`src/rtl/sorted_stream_tx.sv`:
```
// sorted_stream_tx: captures whole sorted frames into a two-slot ping-pong
// buffer and streams them out one element per beat on a valid/ready port.
module sorted_stream_tx #(
  parameter int WIDTH = 32,
  parameter int DEPTH = 8,
  parameter int IDXW  = $clog2(DEPTH)
) (
  input  logic                        clk,
  input  logic                        rst,
  input  logic                        frame_valid,
  input  logic [DEPTH-1:0][WIDTH-1:0] frame_data,
  output logic                        m_valid,
  output logic [WIDTH-1:0]            m_data,
  output logic [IDXW-1:0]             m_index,
  output logic                        m_last,
  input  logic                        m_ready,
  output logic                        busy,
  output logic                        overflow,
  output logic [7:0]                  drop_count
);

  typedef enum logic {IDLE, STREAM} state_e;

  state_e                      state_q, state_d;
  logic [1:0]                  rstSync_q;
  logic                        rstInt_n;
  logic [DEPTH-1:0][WIDTH-1:0] slot_q [2];
  logic                        wrPtr_q, wrPtr_d;
  logic                        rdPtr_q, rdPtr_d;
  logic [1:0]                  occ_q, occ_d;
  logic [IDXW-1:0]             idx_q, idx_d, idxNext;
  logic [WIDTH-1:0]            data_q, data_d;
  logic                        last_q, last_d;
  logic                        busy_q, busy_d;
  logic                        overflow_q, overflow_d;
  logic [7:0]                  dropCount_q, dropCount_d;
  logic                        handshake, lastHs, accept, drop, nextSlot;

  // Reset asserts immediately but releases only after two clean clock edges.
  always_ff @(posedge clk or negedge rst) begin
    if (!rst) rstSync_q <= 2'b00;
    else      rstSync_q <= {rstSync_q[0], 1'b1};
  end

  assign rstInt_n = rstSync_q[1];

  // Frame storage; an accepted frame always lands in the write-pointer slot.
  always_ff @(posedge clk) begin
    if (accept) slot_q[wrPtr_q] <= frame_data;
  end

  // Next-state decode: acceptance, pointer/occupancy bookkeeping and the next beat.
  always_comb begin
    handshake   = (state_q == STREAM) && m_ready;
    lastHs      = handshake && (idx_q == IDXW'(DEPTH-1));
    accept      = frame_valid && ((occ_q != 2'd2) || lastHs);
    drop        = frame_valid && !accept;
    nextSlot    = ~rdPtr_q;
    idxNext     = idx_q + IDXW'(1);
    occ_d       = occ_q + {1'b0, accept} - {1'b0, lastHs};
    state_d     = (occ_d != 2'd0) ? STREAM : IDLE;
    wrPtr_d     = accept ? ~wrPtr_q : wrPtr_q;
    rdPtr_d     = lastHs ? ~rdPtr_q : rdPtr_q;
    idx_d       = idx_q;
    data_d      = data_q;
    if (lastHs) begin
      idx_d  = '0;
      data_d = (accept && (wrPtr_q == nextSlot)) ? frame_data[0] : slot_q[nextSlot][0];
    end else if (handshake) begin
      idx_d  = idxNext;
      data_d = slot_q[rdPtr_q][idxNext];
    end else if ((state_q == IDLE) && accept) begin
      idx_d  = '0;
      data_d = frame_data[0];
    end
    last_d      = (idx_d == IDXW'(DEPTH-1));
    busy_d      = (occ_d != 2'd0);
    overflow_d  = drop;
    dropCount_d = (drop && (dropCount_q != 8'hFF)) ? dropCount_q + 8'd1 : dropCount_q;
  end

  // State and output registers, cleared by the synchronised reset.
  always_ff @(posedge clk or negedge rstInt_n) begin
    if (!rstInt_n) begin
      state_q     <= IDLE;
      wrPtr_q     <= 1'b0;
      rdPtr_q     <= 1'b0;
      occ_q       <= 2'd0;
      idx_q       <= '0;
      data_q      <= '0;
      last_q      <= 1'b0;
      busy_q      <= 1'b0;
      overflow_q  <= 1'b0;
      dropCount_q <= 8'd0;
    end else begin
      state_q     <= state_d;
      wrPtr_q     <= wrPtr_d;
      rdPtr_q     <= rdPtr_d;
      occ_q       <= occ_d;
      idx_q       <= idx_d;
      data_q      <= data_d;
      last_q      <= last_d;
      busy_q      <= busy_d;
      overflow_q  <= overflow_d;
      dropCount_q <= dropCount_d;
    end
  end

  assign m_valid    = (state_q == STREAM);
  assign m_data     = data_q;
  assign m_index    = idx_q;
  assign m_last     = last_q;
  assign busy       = busy_q;
  assign overflow   = overflow_q;
  assign drop_count = dropCount_q;

endmodule
```
`config.mk`:
```
export PLATFORM = sky130hd
export DESIGN_NAME = sorted_stream_tx
export DESIGN_NICKNAME = d
export VERILOG_FILES = /design/src/rtl/sorted_stream_tx.sv
export SDC_FILE = /design/constraint.sdc
export NUM_CORES = 1
export LEC_CHECK = 0
export CAP_MARGIN = 20
export CELL_PAD_IN_SITES_DETAIL_PLACEMENT = 1
export CELL_PAD_IN_SITES_GLOBAL_PLACEMENT = 1
export CORE_ASPECT_RATIO = 0.8
export CORE_MARGIN = 5
export CORE_UTILIZATION = 35
export CTS_CLUSTER_DIAMETER = 120
export CTS_CLUSTER_SIZE = 24
export DETAILED_ROUTE_END_ITERATION = 7
export PLACE_DENSITY_LB_ADDON = 0.1
export SYNTH_ARGS = -nofsm -noshare
export SYNTH_HDL_FRONTEND = slang
export SYNTH_SLANG_ARGS = --single-unit
```
`constraint.sdc`:
```
create_clock -name clk -period 4.7 [get_ports clk]
set_input_delay 0.94 -clock clk [delete_from_list [all_inputs] [get_ports clk]]
set_output_delay 0.94 -clock clk [all_outputs]
set_load 0.005 [all_outputs]
```
==> results.sh <==
export IMPL_cts_tree="yes"
export IMPL_pwr_density_cell_nw_per_um2=594
export IMPL_rows=84
export IMPL_worstPathArrival_ns=2.84
export IMPL_grt_pass1_wl_um=98300
export IMPL_crit_path_start_kind="register"
export IMPL_synth_cell_types=45
export IMPL_viasPerCell=5.30
export IMPL_post_route_period_util_pct=80.3
export IMPL_maxCapViolCount=0
export IMPL_cts_buffers_inserted=27
export IMPL_synth_seq_cells=564
export IMPL_ant_nets=0
export IMPL_cts_hold_buf=0
export IMPL_finClkSkew_ns=0.0273
export IMPL_cts_sinks=564
export IMPL_antenna_found_initial=10
export IMPL_htree_levels=1
export IMPL_via_count=13079
export IMPL_grtUsageTotal_pct=18.6
export IMPL_max_freq_mhz=265
export IMPL_rrSetupSlack_ns=1.51
export IMPL_ys_top_cells_by_area="edfxtp_1, mux4_2, dfrtp_1"
export IMPL_area_delta_synth_final_pct=21.4
export IMPL_slew_headroom_pct=29.5
export IMPL_netlist_instances=1309
export IMPL_layout_common_cells="edfxtp_1, clkdlybuf4s50_1, mux2i_1, nand3_1"
export IMPL_drt_iter0_drc=868
export IMPL_grt_setup_unrepaired="no"
export IMPL_place_ws_ns=1.18
export IMPL_timing_rr_start="m_index[0]"
export IMPL_cts_root_buf="clkbuf_16"
export IMPL_vdd_drop_max_uv=429
export IMPL_cts_resized=0
export IMPL_drc=0
export IMPL_crit_fanout=38
export IMPL_clk_path_buf_depth=3
export IMPL_io_pin_count=307
export IMPL_final_setup_viol_count=0
export IMPL_worstHoldPathType="reg2reg"
export IMPL_yosysSeqAreaShare_pct=72.0
export IMPL_synth_warning_count=0
export IMPL_dieWidth_um=298
export IMPL_dr_pass1_iters=6
export IMPL_yosys_area_top_type_share_pct=66.4
export IMPL_dp_cells=2413
export IMPL_setup_slack_ns=0.924
export IMPL_status="completed"
export IMPL_instances_no_fill=2469
export IMPL_path_clk_slew_ns=0.10
export IMPL_synth_largest_area_cell="edfxtp_1"
export IMPL_start_util_pct=35.2
export IMPL_crit_required_ns=3.76
export IMPL_timing_rr_end="m_data[24]"
export IMPL_final_nets=1847
export IMPL_wirelength_um=68000
export IMPL_grt_pass1_vias=14036
export IMPL_path_class="reg2out"
export IMPL_nFillCells=6327
export IMPL_worstSetupStartpoint="m_index[0]"
export IMPL_endpoint="m_index[0]"
export IMPL_synth_area_um2=23200
export IMPL_port_buffers=306
export IMPL_drive_above_1_share_pct=11.4
export IMPL_end_kind="primary output"
export IMPL_die_h_um=240
export IMPL_clk_latency_ns=0.62
export IMPL_finalHoldViolCount=0
export IMPL_min_period_ns=3.78
export IMPL_grt_max_degree=95
export IMPL_avgSynthCellArea_um2=17.7
export IMPL_grt_overflow=0
export IMPL_drv_slew=0
export IMPL_reg2regPathDepth=6
export IMPL_cts_setup_buffers=0
export IMPL_worst_pin_slew_ns=1.06
export IMPL_syn_nets=1574
export IMPL_wl_per_cell_um=27.5
export IMPL_die_area_um2=71400
export IMPL_final_common_cell="edfxtp_1"
export IMPL_leakagePower_uw=0.00917
export IMPL_gp_congestion=0.800
export IMPL_core_area_um2=65700
export IMPL_dp_hpwl_um=45400
-- synthesized netlist by cell type, drive strengths merged --
library cell  instances
nor2b                35
conb                  1
nand2b                4
mux4                 64
o41ai                32
ha                    5
nor3                  1
mux2                  1
nand3                70
a211oi               32
dfrtp                52
o21ai                 2
nor4                  3
edfxtp              512
xor2                  8
nand2                11
buf                  43
and4                  1
o32a                  1
mux2i               129
a22oi                64
nor4b                 1
inv                  38
a21oi                35
xnor2                 4
o22a                  1
nor3b                 1
and3                  1
o2111a               32
or2                   1
nor2                 36
clkbuf               50
and2                  2
nand4                33
o31ai                 1
o22ai                 1
nand3b                1
-- logic make-up (layout without fill, tap and decap cells) --
family,after synthesis,in the layout,synth area share [%]
other cells,1,7,0.0162
xor+xnor,12,12,0.454
simple gates,201,201,4.57
mux,194,194,11.9
buf+inv,131,425,2.92
fa+ha+maj,5,5,0.270
flops,564,564,72.0
compound gates,201,201,7.89
-- report_power, final --
group / internal (uW) / switching (uW)
sequential: 6870 / 614
clock: 1110 / 1590
combinational: 2540 / 3970
-- registers in the layout (all words and copies together), names as in the netlist --
signal	flops
busy	1
drop_count	8
m_data	32
m_index	3
m_last	1
occ_q	2
overflow	1
rdPtr_q	1
rstSync_q	2
slot_q	512
wrPtr_q	1
-- final cells by class --
type	count	area, um^2	area share (%)
antenna	6	15.0	0.0534
clock buffer	48	754	2.68
inverter	38	143	0.508
timing repair buffer	337	3470	12.3
sequential	564	16700	59.4
clock inverter	2	36.3	0.129
multi-input combinational	614	5920	21.1
tap	860	1080	3.83
-- through the flow --
step           util [%]  instance area [um^2]  hold slack, ns  power [uW]  TNS (ns)
6_report           42.8                 28100           0.378       16700         0
5_1_grt            42.8                 28100           0.384       17600         0
4_1_cts            42.8                 28100           0.385       17000         0
3_5_place_dp       41.6                 27300           0.361       14200         0
3_3_place_gp       41.6                 27300           0.338       14200         0
2_1_floorplan         -                 23200           0.331       11400   -173.17
-- worst min-delay path by stage --
stage	slack, ns	to	from	depth (start not counted)
2_1_floorplan	0.33	rstSync_q[1]	rstSync_q[0]	0
3_3_place_gp	0.34	rstSync_q[1]	rstSync_q[0]	0
3_5_place_dp	0.36	rstSync_q[1]	rstSync_q[0]	0
4_1_cts	0.39	rstSync_q[1]	rstSync_q[0]	0
5_1_grt	0.38	rstSync_q[1]	rstSync_q[0]	0
6_report	0.38	rstSync_q[1]	rstSync_q[0]	0
-- worst max-delay path, stage by stage (launching register included) --
cell and delay (ns):
dfrtp_4 0.86, buf_4 0.62, clkdlybuf4s50_1 0.63
-- routing by layer --
| metal | vias up | part of all wire [%] | track usage [%] |
|---|---|---|---|
| met5 | - | 0.069 | 0 |
| met4 | 8 | 2.0 | 3.71 |
| met2 | 313 | 47 | 29.9 |
| li1 | 5837 | - | - |
| met3 | 66 | 6.3 | 4.77 |
| met1 | 6855 | 45 | 25.9 |
No activity file was read; power rests on OpenSTA's default activity.
